### config.mk
export PLATFORM = sky130hd
export DESIGN_NAME = matrix_mopa_ctrl
export DESIGN_NICKNAME = d
export VERILOG_FILES = /design/src/rtl/matrix_mopa_ctrl.sv
export SDC_FILE = /design/constraint.sdc
export NUM_CORES = 1
export LEC_CHECK = 0
export BUFFER_PORTS_ARGS = -buffer_cell sky130_fd_sc_hd__buf_2
export CAP_MARGIN = 40
export CORE_ASPECT_RATIO = 0.75
export CORE_MARGIN = 5
export CORE_UTILIZATION = 30
export CTS_BUF_LIST = sky130_fd_sc_hd__clkbuf_8 sky130_fd_sc_hd__clkbuf_16
export DETAILED_ROUTE_END_ITERATION = 8
export GPL_ROUTABILITY_DRIVEN = 0
export REMOVE_ABC_BUFFERS = 1
export SLEW_MARGIN = 30
export SYNTH_ARGS = -nofsm -noshare
export SYNTH_HDL_FRONTEND = slang
export SYNTH_SLANG_ARGS = --single-unit
### constraint.sdc
create_clock -name clk -period 11 [get_ports clk]
set_clock_uncertainty 0.2 [all_clocks]
set_input_delay 0.55 -clock clk [delete_from_list [all_inputs] [get_ports clk]]
set_output_delay 0.55 -clock clk [all_outputs]
set_load 0.005 [all_outputs]
### src/rtl/matrix_mopa_ctrl.sv
// matrix_mopa_ctrl: sole writer of the 4x32 matrix register file.
// It arbitrates between scalar row writes and MOPA commands. A MOPA is
// computed one row per cycle into a staging buffer, and all four rows are
// committed in a single strobe.
module matrix_mopa_ctrl (
    input  logic             clk,
    input  logic             rst,
    input  logic             s_valid,
    input  logic [1:0]       s_index,
    input  logic [31:0]      s_data,
    output logic             s_ready,
    input  logic             m_valid,
    input  logic [31:0]      m_a,
    input  logic [31:0]      m_b,
    input  logic             m_acc,
    output logic             m_ready,
    output logic             m_busy,
    output logic             m_done,
    input  logic [3:0][31:0] M_in,
    output logic [1:0]       w_matrix_index,
    output logic [31:0]      w_matrix_data,
    output logic             w_matrix_en,
    output logic [3:0][31:0] w_matrix_data_mopa,
    output logic             w_matrix_en_mopa
);

    typedef enum logic [1:0] {IDLE, SWR, CALC, COMMIT} state_t;

    localparam logic GRANT_S = 1'b0;
    localparam logic GRANT_M = 1'b1;

    state_t           r_state;
    logic [1:0]       r_row;
    logic             r_last;
    logic [31:0]      r_a;
    logic [31:0]      r_b;
    logic             r_acc;
    logic [1:0]       r_idx;
    logic [31:0]      r_data;
    logic             r_wen;
    logic             r_wen_mopa;
    logic             r_busy;
    logic             r_done;
    logic [3:0][31:0] r_stage;

    logic             w_idle;
    logic             w_s_grant;
    logic             w_m_grant;
    logic [7:0]       w_a_byte;
    logic [3:0][15:0] w_prod;
    logic [31:0]      w_base;
    logic [31:0]      w_row;

    // Grant: a lone requester wins; on a tie the one not granted last wins.
    always_comb begin
        w_idle    = (r_state == IDLE);
        w_s_grant = w_idle && s_valid && (!m_valid || (r_last == GRANT_M));
        w_m_grant = w_idle && m_valid && (!s_valid || (r_last == GRANT_S));
    end

    // Row r of the outer product plus an optional M_in accumulate.
    // Each byte lane wraps mod 256 on its own, with no carry between lanes.
    always_comb begin
        w_prod   = '0;
        w_base   = '0;
        w_row    = '0;
        w_a_byte = r_a[{r_row, 3'b000} +: 8];
        for (int j = 0; j < 4; j++) begin
            w_prod[j]        = 16'(w_a_byte) * 16'(r_b[8*j +: 8]);
            w_base[8*j +: 8] = r_acc ? M_in[r_row][8*j +: 8] : 8'h00;
            w_row[8*j +: 8]  = w_base[8*j +: 8] + w_prod[j][7:0];
        end
    end

    // Control FSM. Strobes are registered, and reset discards any in-flight
    // operation without emitting a write.
    always_ff @(posedge clk) begin
        if (rst) begin
            r_state    <= IDLE;
            r_row      <= 2'd0;
            r_last     <= GRANT_M;
            r_a        <= '0;
            r_b        <= '0;
            r_acc      <= 1'b0;
            r_idx      <= 2'd0;
            r_data     <= '0;
            r_wen      <= 1'b0;
            r_wen_mopa <= 1'b0;
            r_busy     <= 1'b0;
            r_done     <= 1'b0;
            r_stage    <= '0;
        end else begin
            r_wen      <= 1'b0;
            r_wen_mopa <= 1'b0;
            r_done     <= 1'b0;
            case (r_state)
                IDLE: begin
                    if (w_s_grant) begin
                        r_idx   <= s_index;
                        r_data  <= s_data;
                        r_last  <= GRANT_S;
                        r_wen   <= 1'b1;
                        r_state <= SWR;
                    end else if (w_m_grant) begin
                        r_a     <= m_a;
                        r_b     <= m_b;
                        r_acc   <= m_acc;
                        r_row   <= 2'd0;
                        r_last  <= GRANT_M;
                        r_busy  <= 1'b1;
                        r_state <= CALC;
                    end
                end
                SWR: begin
                    r_state <= IDLE;
                end
                CALC: begin
                    r_stage[r_row] <= w_row;
                    r_row          <= r_row + 2'd1;
                    if (r_row == 2'd3) begin
                        r_wen_mopa <= 1'b1;
                        r_done     <= 1'b1;
                        r_state    <= COMMIT;
                    end
                end
                COMMIT: begin
                    r_busy  <= 1'b0;
                    r_state <= IDLE;
                end
                default: r_state <= IDLE;
            endcase
        end
    end

    assign s_ready            = w_s_grant;
    assign m_ready            = w_m_grant;
    assign m_busy             = r_busy;
    assign m_done             = r_done;
    assign w_matrix_index     = r_idx;
    assign w_matrix_data      = r_data;
    assign w_matrix_en        = r_wen;
    assign w_matrix_data_mopa = r_stage;
    assign w_matrix_en_mopa   = r_wen_mopa;

endmodule

==> results of run 1 <==
[stage by stage]
step | setup WS [ns] | std cells
after global routing | 4.45 | 2545
final | 4.91 | 2545
after detailed placement | 4.84 | 2497
after floorplan | 4.45 | 1495
after CTS | 4.81 | 2544
after global placement | 4.84 | 2492
[registers in the layout (all words and copies together), names as in the netlist]
| register | flops |
|---|---|
| r_row | 2 |
| w_matrix_en | 1 |
| r_a | 32 |
| w_matrix_index | 2 |
| r_acc | 1 |
| w_matrix_data | 32 |
| r_last | 1 |
| r_state | 2 |
| r_b | 32 |
| w_matrix_data_mopa | 128 |
| m_done | 1 |
| m_busy | 1 |
[layout make-up]
cell class / count / area share, %
clock buffers: 31 / 4.35
clock inverters: 15 / 0.671
multi-input cells: 1125 / 46.2
flip-flops and latches: 235 / 28.1
inverters: 135 / 3.02
repair buffers: 418 / 13.3
well taps: 586 / 4.37
[final timing paths]
kind	from	endpoint	slack, ns	cells past startpoint
worst max register to register	r_row[0]	w_matrix_data_mopa[15]	4.91	18
worst max-delay path	r_row[0]	w_matrix_data_mopa[15]	4.91	18
worst min register to register	w_matrix_data[1]	w_matrix_data[1]	0.25	2
worst min-delay path	s_data[31]	w_matrix_data[31]	0.03	3
[worst reg2reg max path, cell delays in order (launching register included)]
cell and delay [ns]:
sky130_fd_sc_hd__dfxtp_4 0.50, sky130_fd_sc_hd__buf_4 0.60, sky130_fd_sc_hd__mux4_2 0.88, sky130_fd_sc_hd__nand2_1 0.21
sky130_fd_sc_hd__fa_1 0.40, sky130_fd_sc_hd__inv_1 0.08, sky130_fd_sc_hd__fa_1 0.42, sky130_fd_sc_hd__ha_1 0.29
sky130_fd_sc_hd__inv_1 0.05, sky130_fd_sc_hd__fa_1 0.52, sky130_fd_sc_hd__inv_1 0.07, sky130_fd_sc_hd__fa_1 0.46
sky130_fd_sc_hd__a21o_1 0.20, sky130_fd_sc_hd__a21oi_1 0.16, sky130_fd_sc_hd__xor2_1 0.20, sky130_fd_sc_hd__xnor2_1 0.16
sky130_fd_sc_hd__xnor3_1 0.39, sky130_fd_sc_hd__nand2_1 0.09, sky130_fd_sc_hd__a21oi_1 0.06
[logic make-up after synthesis]
family                     after synthesis  share of synthesized area [%]
adders and majority gates              144                           17.5
xor gates and xnor gates                68                           4.98
AOI/OAI and AO/OA                      248                           10.0
buffers and inverters                  239                           6.90
DFF                                    235                           35.2
and+or+nand+nor                        625                           18.6
muxes                                   40                           6.74
[timing repair]
action,in CTS,in global routing
hold endpoints to repair,1,0
hold buffers,1,0
gates resized for setup,0,0
setup endpoints to repair,0,0
[power by group]
part | switching, W | total, W | internal (W) | leakage, nW
registers | 0.0000273 | 0.000908 | 0.000880 | 1.91
clock network | 0.000365 | 0.000860 | 0.000495 | 0.446
logic | 0.000160 | 0.000272 | 0.000112 | 5.21
total | 0.000553 | 0.00204 | 0.00149 | 7.57
[per-layer routing]
metal	part of all wire, %	routed length, µm
met3	8.4	3750
met5	0.076	34
met4	3.1	1400
met2	49	21700
met1	40	17700
[cell usage in the layout (no fill, tap or decap), types with 2 or more instances in the layout]
master and instances:
sky130_fd_sc_hd__nand2_1 533, sky130_fd_sc_hd__buf_2 397, sky130_fd_sc_hd__dfxtp_1 232, sky130_fd_sc_hd__a21oi_1 210
sky130_fd_sc_hd__inv_1 141, sky130_fd_sc_hd__fa_1 72, sky130_fd_sc_hd__ha_1 72, sky130_fd_sc_hd__and2_1 47
sky130_fd_sc_hd__xnor2_1 47, sky130_fd_sc_hd__mux4_2 40, sky130_fd_sc_hd__nor2_1 34, sky130_fd_sc_hd__a211oi_1 29
sky130_fd_sc_hd__clkbuf_16 27, sky130_fd_sc_hd__xor2_1 15, sky130_fd_sc_hd__buf_4 13, sky130_fd_sc_hd__a21o_1 8
sky130_fd_sc_hd__clkbuf_8 5, sky130_fd_sc_hd__buf_12 5, sky130_fd_sc_hd__and2_2 4, sky130_fd_sc_hd__xnor3_1 4
sky130_fd_sc_hd__xor2_2 2, sky130_fd_sc_hd__inv_6 2, sky130_fd_sc_hd__clkinv_2 2, sky130_fd_sc_hd__dfxtp_2 2
==> results, run 1 <==
- Using the TritonRoute via totals, the vias-per-cell ratio works out to 4.68.
- The number of enable-type register cells in the synthesized netlist is 0.
- The number of clock buffers added by TritonCTS is 26.
- The met3 usage in global routing is 4.37%.
- The highest clock rate is 164 MHz.
- The antenna diode instance count is 0.
- The via count of the first global-routing pass is 12,100.
- The biggest fanout along the worst timing path is 32.
- After filler insertion, the fill cell instance count of the layout stands at 4,561.
- After global routing the overflow that remains totals 0.
- Global routing used 30.7% of the available met2 tracks.
- The first global-routing pass estimated 67,200 µm of wire.
- In this run the tightest slew margin relative to its limit is 46.7%.
- The sequential share of the synthesized area is 35.2%.
- The overall power is 0.00204 W.
- The number of primary I/O pins is 399.
- The clock latency at the later pin of the worst-skew pair is 0.55 ns.
- After synthesis the netlist holds a flip-flop and latch count of 235.
- No sink is reached through more buffers than the 3 on the longest clock path.
- Setup repair after global routing left no endpoint under its margin.
- After clock tree synthesis, the setup repair step added 0 buffers.
- After routing the design area is 16,800 µm².
- After synthesis, the share of flip-flops with an asynchronous set or reset is 0%.
- The leading area contributor after synthesis is sky130_fd_sc_hd__dfxtp_1.
- At the pin with the least slew margin, the transition time is 0.799 ns.
- Clock-pin slew was measured on the worst setup and hold paths at 0.06 ns.
- The class of the most critical setup path is register to register.
- Across the run, the number of max-cap violations was 0.
- The sequential cell area in the final layout is 4710 µm².
- The predominant post-synthesis flop cell is sky130_fd_sc_hd__dfxtp_1.
- The detail route stage leaves a number of antenna-violating nets equal to 0.
- The worst hold path class is primary input to register.
- The routed layout has 11,900 vias.
- The slowest stage of the critical path is the sky130_fd_sc_hd__mux4_2 cell.
- TritonCTS built the clock tree.
- Data on the critical path arrives at its endpoint at 6.28 ns.
- The maximum single-stage delay on the critical path is 0.84 ns.
- The number of levels in the clock H-tree is 1.
- The post-layout utilization of the core is 37.8%.
- The cell occurring most often along the worst timing path is sky130_fd_sc_hd__fa_1.
- The number of sinks on the clock net is 235.
- The total cell area at the placement stage is 15,900 µm².
- The die extent in y is 193 µm.
- The gate family responsible for the most delay along the worst path is adder cells.
- Of the cells placed in the final design, the portion with a size suffix greater than 1 is 25.8%.
- The setup total negative slack is 0 ns.
- The number of nets in the final layout is 2,316.
- The number of buffers added on ports is 398.
- Global routing used 17.4% of the available tracks across all layers.
- The cell sitting at the root of the clock tree is a sky130_fd_sc_hd__clkbuf_16.
- Counting distinct cell types in the post-synthesis netlist gives 29.
- The dominant cell by count in the synthesized netlist is sky130_fd_sc_hd__nand2_1.
- Yosys printed 0 warnings.
- Data on the critical path is required at its endpoint by 11.19 ns.
- After detailed routing, the average wire length per cell comes to 17.5 µm.
- After synthesis, the cell types taking the most area are sky130_fd_sc_hd__dfxtp_1 (35%), sky130_fd_sc_hd__nand2_1 (15%), sky130_fd_sc_hd__fa_1 (11%).
- The final setup violation count is 0.
- After detailed routing, the number of remaining DRC violations is 0.
- In this run the most used layer during global routing was met2.
- The die covers 48,900 µm².
- The synthesized netlist occupies a cell area of 13,400 µm².
- The initialized floorplan defines 67 standard-cell rows.
- The run finished with clean final reports.
- The number of hold violations in the final report is 0.
- STA classifies the critical path startpoint as a register.
- The final critical path takes up 55.4% of the cycle.
- The largest voltage drop on the vdd net is 0.000101 V.
- The power density over the cells is 122 nW/µm².
- From left edge to right edge, the die measures 254 µm.
- The minimum clock period is 6.09 ns.
- The gate count of the mapped netlist is 1,599.
- The number of detailed-routing iterations run before antenna repair is 5.
- The area growth from synthesis to layout is 25.6%.
- The synthesized design devotes to its leading area cell type 35.2% of total area.
- The floorplan step defined a core boundary enclosing 44,300 µm².
- The initial utilization of the core area, before any placement, comes to 30.1%.
- The number of slew-limit violations in the final report came to 0.
- The worst setup path is captured at a register.
- The final-layout worst hold slack is 0.0327 ns.
- The largest net degree at the start of global routing is 87.
- The detailed placement HPWL is 33,600 µm.
- After synthesis, the mean cell area works out to 8.36 µm².
- Traced cell by cell, the critical path runs through buf_4 -> mux4_2 -> nand2_1 -> fa_1 -> inv_1 -> fa_1 -> ha_1 -> inv_1 -> fa_1 -> inv_1 -> fa_1 -> a21o_1 -> a21oi_1 -> xor2_1 -> xnor2_1 -> xnor3_1 -> nand2_1 -> a21oi_1.
- In the global route stage, met1 resource usage came out at 21.2%.
- Ranked by instance count, the synthesized netlist is headed by sky130_fd_sc_hd__nand2_1 (533), sky130_fd_sc_hd__dfxtp_1 (235), sky130_fd_sc_hd__a21oi_1 (210).
- The sum of buffers and inverters on the critical path is 4.
- The routed design has 44,500 µm of wire.
- The static power due to leakage is 7.57 nW.
- In the final layout, the multi-input gates occupy 7750 µm².
- The number of antenna violations at the first check in global routing was 4.
- The initial DRC count is 522.
Note: power is estimated with default switching activity, not from simulation.
==> run 2: changes to the inputs <==
==> constraint.sdc (replaced) <==
create_clock -name clk -period 5.1 [get_ports clk]
set_clock_uncertainty 0.2 [all_clocks]
set_input_delay 0.255 -clock clk [delete_from_list [all_inputs] [get_ports clk]]
set_output_delay 0.255 -clock clk [all_outputs]
set_load 0.005 [all_outputs]
==> run 2 against run 1 <==
Fmax grew 20%. Combinational power increased to 2.8 times the previous value. Final area increased by 12%. Routed wire length is 6.8% higher. Clock-buffer cell count is 3 higher. Global-route usage rose by 1.1 points. Die area unchanged. Critical path type unchanged. Largest cell class unchanged. Largest power group is now clock.
==> results, run 2 (same netlist as run 1, synthesis figures left out) <==
- The run finished with clean final reports.
- Of all nets on the critical path, the largest fanout is 6.
- For this block, the routed nets add up to 47,500 µm of wire.
- Once layout is complete, the cells apart from fillers number 2,717.
- The largest net degree at the start of global routing is 81.
- Counting I/O delays and the setup requirement, the final critical path takes 5.07 ns.
- The detail route stage leaves a number of antenna-violating nets equal to 0.
- The number of hold violations in the final report is 0.
- The via count of the first global-routing pass is 13,100.
- The critical path startpoint category is a register.
- Power spread over the standard cell area amounts to 251 nW/µm².
- The floorplan core area is 44,300 µm².
- The routed wire length per instance is 17.5 µm.
- Detailed routing inserted a total of 12,700 vias.
- The total cell area at the placement stage is 16,300 µm².
- In this run the static leakage power is 8.43 nW.
- The library cells used most frequently in the layout, excluding fill and tap cells, are sky130_fd_sc_hd__nand2_1 (526), sky130_fd_sc_hd__buf_2 (397), sky130_fd_sc_hd__dfxtp_1 (232).
- Setup repair after global routing could not meet its margin everywhere.
- Counting tap cells, the placed design contains a total of 2,545 instances.
- The die covers 48,900 µm².
- The clock transition at the registers of the reported paths is 0.07 ns.
- The die extent in y is 193 µm.
- The final setup violation count is 0.
- The master cell of the clock root buffer is sky130_fd_sc_hd__clkbuf_16.
- After routing the design area is 18,800 µm².
- Measured against its own limit, the worst slew margin works out to 56.1%.
- The initial utilization of the core area, before any placement, comes to 30.1%.
- The die is 254 µm wide.
- The clock latency at the later pin of the worst-skew pair is 0.55 ns.
- The wire length of the first global-routing pass is 71,800 µm.
- At the end of the flow, the number of nets in the layout was 2,485.
- CTS saw 235 sinks.
- The tool flagged a number of max-cap violations equal to 0.
- The total overflow reported by the global router is 0.
- The post-layout worst setup margin is 0.0318 ns.
- In this run, the number of DRC markers left after iteration 0 of detailed routing was 478.
- The min-delay analysis places its worst path in the category primary input to register.
- The DRC violation count after routing is 0.
- The area growth from synthesis to layout is 40.9%.
- The detail-routed via count per cell is 4.66.
- The number of levels in the clock H-tree is 1.
- The number of detailed-routing iterations run before antenna repair is 5.
- Derived from the worst setup path, the maximum achievable clock frequency is 197 MHz.
- TritonCTS built the clock tree.
- The register with the most flip-flops in the layout has 128 of them.
- The sequential cells in the finished layout cover a total of 4710 µm².
- The detailed placement HPWL is 35,600 µm.
- Data on the critical path is required at its endpoint by 5.36 ns.
- The floorplan row count is 67.
- The number of antenna violations at the first check in global routing is 2.
- The setup slack after placement is -0.347 ns.
- The number of filler instances in the final layout is 4,397.
- The class of the most critical setup path is register to register.
- The library cell used most frequently in the layout, excluding fill and tap cells, is sky130_fd_sc_hd__nand2_1.
- The worst-case IR drop observed on VDD is 0.000240 V.
- The global-route usage over all layers is 18.6%.
- The worst setup path is captured at a register.
- The longest clock path from root to sink contains 3 buffers.
- The number of primary I/O pins is 399.
- The post-layout utilization of the core is 42.4%.
- The number of buffers added by the clock tree synthesis step is 26.
- The share of final-layout standard cells stronger than drive strength 1 is 30.0%.
- During placement, the flow inserted port buffers numbering 398.
- For the pin with the worst max-slew slack, the measured transition is 0.657 ns.
- Of the available clock period, the critical path in the final layout requires 99.4%.
- Data arrives at the worst endpoint at 5.33 ns.
- In the final layout, the multi-input gates occupy 8010 µm².
- Hold is met by 0.0435 ns.
- The number of slew-limit violations in the final report is 0.
run 2: changes by cell type in the layout (fill, tap and decap cells not counted), moves of 9 or more:
cell / previous run / this run
sky130_fd_sc_hd__buf_12: 5 / 15
sky130_fd_sc_hd__fa_2: 0 / 9
sky130_fd_sc_hd__buf_4: 13 / 63
sky130_fd_sc_hd__a211oi_2: 0 / 11
sky130_fd_sc_hd__inv_1: 141 / 128
sky130_fd_sc_hd__fa_1: 72 / 63
sky130_fd_sc_hd__a211oi_1: 29 / 18
sky130_fd_sc_hd__dlygate4sd3_1: 1 / 99
sky130_fd_sc_hd__inv_2: 1 / 11
run 2: layout make-up:
cell class                 count  share of cell area [%]
tap                          586                    3.90
inverter                     135                    2.69
timing repair buffer         586                    20.9
antenna                        1                  0.0133
multi-input combinational   1126                    42.6
sequential                   235                    25.0
clock buffer                  34                    4.10
clock inverter                14                   0.831
run 2: routing by layer:
metal / GRT usage [%] / up-vias / part of all wire [%]
met4: 5.41 / 2 / 2.9
met5: 0 / - / 0.027
met1: 23.3 / 6063 / 41
met3: 3.89 / 64 / 7.5
met2: 32.5 / 423 / 49
li1: - / 6117 / -
run 2: repair_timing:
action                                  in CTS  in global routing
cloned                                       1                  0
endpoints found under the hold margin       99                  0
gates resized for setup                     14                 59
hold buffers                                99                  0
setup buffers                                9                 11
endpoints found under the setup margin      16                 16
pin swaps                                    9                 44
run 2: worst paths after layout:
check	slack, ns	cells past startpoint	from	endpoint
worst max-delay path	0.03	20	r_row[0]	w_matrix_data_mopa[7]
worst min-delay path	0.04	4	m_valid	r_b[30]
worst max register to register	0.03	20	r_row[0]	w_matrix_data_mopa[7]
worst min register to register	0.25	2	w_matrix_data_mopa[19]	w_matrix_data_mopa[19]
run 2: per-stage QoR:
stage | TNS [ns] | total power [W]
finish | 0 | 0.00473
global route | -1.91 | 0.00495
floorplan | -51.34 | 0.00228
detailed placement | -3.44 | 0.00264
global placement | -2.17 | 0.00262
CTS | -0.190 | 0.00476
run 2: where the power goes:
| group | total [W] | internal, W | switching [W] |
|---|---|---|---|
| registers | 0.00195 | 0.00190 | 0.0000569 |
| logic | 0.000759 | 0.000364 | 0.000395 |
| clock network | 0.00202 | 0.00122 | 0.000803 |
run 2: critical path: stages (launching register included):
cell	delay [ns]
sky130_fd_sc_hd__dfxtp_4	0.38
sky130_fd_sc_hd__buf_6	0.13
sky130_fd_sc_hd__mux4_2	0.58
sky130_fd_sc_hd__buf_12	0.18
sky130_fd_sc_hd__buf_6	0.12
sky130_fd_sc_hd__nand2_4	0.06
sky130_fd_sc_hd__fa_1	0.43
sky130_fd_sc_hd__fa_1	0.51
sky130_fd_sc_hd__inv_2	0.05
sky130_fd_sc_hd__ha_4	0.25
sky130_fd_sc_hd__inv_2	0.03
sky130_fd_sc_hd__fa_1	0.57
sky130_fd_sc_hd__fa_2	0.22
sky130_fd_sc_hd__inv_1	0.04
sky130_fd_sc_hd__a21o_1	0.18
sky130_fd_sc_hd__a21oi_2	0.14
sky130_fd_sc_hd__xnor3_1	0.29
sky130_fd_sc_hd__xnor2_2	0.17
sky130_fd_sc_hd__xnor2_2	0.15
sky130_fd_sc_hd__buf_4	0.15
sky130_fd_sc_hd__a211oi_2	0.17
==> run 3: changes to the inputs <==
--- a/config.mk
+++ b/config.mk
@@ -13,6 +13,7 @@
 export CTS_BUF_LIST = sky130_fd_sc_hd__clkbuf_8 sky130_fd_sc_hd__clkbuf_16
 export DETAILED_ROUTE_END_ITERATION = 8
 export GPL_ROUTABILITY_DRIVEN = 0
+export HOLD_SLACK_MARGIN = 0.1
 export REMOVE_ABC_BUFFERS = 1
 export SLEW_MARGIN = 30
 export SYNTH_ARGS = -nofsm -noshare
==> run 3 against run 2 <==
Power rose by 1.4%. Clock-buffer cell count did not move. Final area rose by 3.9%. Largest cell class unchanged. Global-route usage rose by 0.48 points. Fmax barely moved.
==> results, run 3 (same netlist as run 1, synthesis figures left out) <==
- After legalization and detailed placement, the total HPWL measured 35,600 µm.
- The number of nets in the final layout is 2,558.
- The number of buffers added on ports is 398.
- Counting stages on the worst path, the most repeated cell is sky130_fd_sc_hd__fa_1.
- The placed instances occupy a cell area of 16,300 µm².
- The number of antenna violations at the first check in global routing is 2.
- TritonCTS built the clock tree.
- In this design, the largest share of critical-path delay is due to adder cells.
- The analysis attributes to cell leakage a power of 8.89 nW.
- The floorplan step defined a die boundary enclosing 48,900 µm².
- For the pin with the worst max-slew slack, the measured transition is 0.660 ns.
- At the later pin of the worst-skew pair, clock insertion delay measures 0.55 ns.
- The number of filler instances in the final layout is 4,325.
- The finished layout cell area is 19,600 µm².
- Traced cell by cell, the critical path runs through buf_6 -> mux4_2 -> buf_12 -> buf_6 -> nand2_4 -> fa_1 -> fa_1 -> inv_2 -> ha_4 -> inv_2 -> fa_1 -> fa_2 -> inv_1 -> a21o_1 -> a21oi_2 -> xnor3_1 -> xnor2_2 -> xnor2_2 -> buf_4 -> a211oi_2.
- The internal portion of total power is 0.00353 W.
- The required time of the worst setup path is 5.36 ns.
- The combinational cell fraction of total power is 17.1%.
- Across every metal layer, demand over resource in global routing totals 19.1%.
- The register with the most flip-flops in the layout has 128 of them.
- The highest clock rate is 197 MHz.
- The slowest stage of the critical path belongs to the cell sky130_fd_sc_hd__mux4_2.
- The class of the most critical setup path is register to register.
- The floorplan row count is 67.
- Setup violations remaining at the end of the flow were counted as 0.
- The number of sinks on the clock net is 235.
- The via count of the routed design is 13,000.
- The wire length of the first global-routing pass is 73,800 µm.
- The share of final-layout standard cells stronger than drive strength 1 is 29.1%.
- The via count of the first global-routing pass is 13,600.
- The count of cells in the finished layout, fillers not included, comes to 2,789.
- Using the TritonRoute via totals, the vias-per-cell ratio works out to 4.65.
- The floorplan step set the die height to 193 µm.
- The detail route stage leaves a number of antenna-violating nets equal to 0.
- The minimum clock period is 5.07 ns.
- For this run, the slowest stage of the critical path takes 0.58 ns.
- Once the floorplan was initialized, standard cells occupied 30.1% of the core.
- The number of slew-limit violations in the final report is 0.
- Relative to the synthesized area, the layout overhead comes to 46.4%.
- STA classifies the critical path startpoint as a register.
- The worst-case headroom to the max-slew limit is 55.9%.
- The worst hold path class is register to register.
- After global routing the overflow that remains totals 0.
- After clock tree synthesis, the clock-pin slew on the worst setup and hold paths is 0.07 ns.
- The fraction of power spent switching nets is 26.5%.
- In the layout the commonest cells are sky130_fd_sc_hd__nand2_1 (525), sky130_fd_sc_hd__buf_2 (397), sky130_fd_sc_hd__dfxtp_1 (232).
- Across the run, the number of max-cap violations was 0.
- The total area inside the core boundary comes to 44,300 µm².
- Entering global routing, the biggest net connects 81 pins.
- The number of primary I/O pins is 399.
- STA puts the critical path data arrival time at 5.33 ns.
- The repair_antennas step left the layout with diodes totalling 0.
- After detailed routing, the number of remaining DRC violations is 0.
- The number of hold violations in the final report is 0.
- Dividing total power by cell area gives a power density of 245 nW/µm².
- The run finished with clean final reports.
- The maximum clock insertion buffer count is 3.
- Setup repair after global routing could not meet its margin everywhere.
- The routed wire length per instance is 17.6 µm.
- The floorplan step set the die width to 254 µm.
- Across the VDD grid, the largest voltage drop is 0.000208 V.
- Summed over all layers, the routed wires come to 49,000 µm.
- The number of buffers and inverters on the critical path is 7.
- The cell count after placement is 2,545.
- Clock tree synthesis inserted a total of 26 buffers.
- Before antenna repair, the detailed router went through 5 iterations.
- At the end of the flow the core is filled with cells to 44.1%.
- The switching power is 0.00127 W.
- The part of the total power dissipated in sequential elements is 40.8%.
- The most common library cell in the layout ignoring fill and taps is sky130_fd_sc_hd__nand2_1.
- The detailed router finished its first iteration with 540 violations.
- The ratio of final minimum period to clock period is 99.4%.
- In this run the clock root is driven by a sky130_fd_sc_hd__clkbuf_16.
- The kind of end point of the critical path is a register.
- The number of levels in the clock H-tree is 1.
- The biggest fanout along the worst timing path is 6.
- In this run, the clock network consumes 42.1% of the power.
-- run 3: per-stage QoR --
stage               setup TNS [ns]  total power, W  hold WS (ns)  setup WS [ns]
finish                           0         0.00480         0.250         0.0284
global route                 -2.05         0.00502         0.266         -0.179
CTS                         -0.190         0.00481         0.177        -0.0372
detailed placement           -3.44         0.00264         0.244         -0.347
global placement             -2.17         0.00262         0.239         -0.231
floorplan                   -51.34         0.00228         0.124          -1.45
-- run 3: power by group through the flow --
stage / Clock, W / Sequential (W) / Combinational, W
finish: 0.00202 / 0.00196 / 0.000820
global placement: 0 / 0.00199 / 0.000624
floorplan: 0 / 0.00199 / 0.000291
CTS: 0.00207 / 0.00195 / 0.000778
detailed placement: 0 / 0.00199 / 0.000644
global route: 0.00215 / 0.00196 / 0.000903
-- run 3: worst min-delay path, stage by stage, from the launching register on --
cell,delay [ns]
sky130_fd_sc_hd__dfxtp_1,0.30
sky130_fd_sc_hd__nand2_1,0.05
sky130_fd_sc_hd__a21oi_1,0.05
-- run 3: metal layers --
layer | global-route usage (%) | vias to the layer above | part of all wire (%)
li1 | - | 6262 | -
met1 | 23.4 | 6268 | 41
met2 | 34.0 | 380 | 49
met3 | 3.91 | 69 | 7.0
met4 | 5.51 | 2 | 3.1
met5 | 0 | - | 0.027
-- run 3: worst paths after layout --
path	start	endpoint	slack (ns)	cells past startpoint
hold reg to reg	w_matrix_data_mopa[19]	w_matrix_data_mopa[19]	0.25	2
hold / removal	w_matrix_data_mopa[19]	w_matrix_data_mopa[19]	0.25	2
setup reg to reg	r_row[0]	w_matrix_data_mopa[7]	0.03	20
setup / recovery	r_row[0]	w_matrix_data_mopa[7]	0.03	20
-- run 3: final cells by class --
cell class	count	area [µm²]	area share, %
clock buffers	34	772	3.95
clock inverters	14	156	0.799
inverters	135	507	2.59
multi-input cells	1126	8010	41.0
flip-flops and latches	235	4710	24.1
well taps	586	733	3.75
repair buffers	659	4670	23.9
-- run 3: timing repair --
action | CTS | global route
gates resized for setup | 14 | 60
cloned | 1 | 1
endpoints found under the setup margin | 16 | 16
pin swaps | 9 | 44
hold buffers | 169 | 1
endpoints found under the hold margin | 106 | 5
setup buffers | 9 | 12
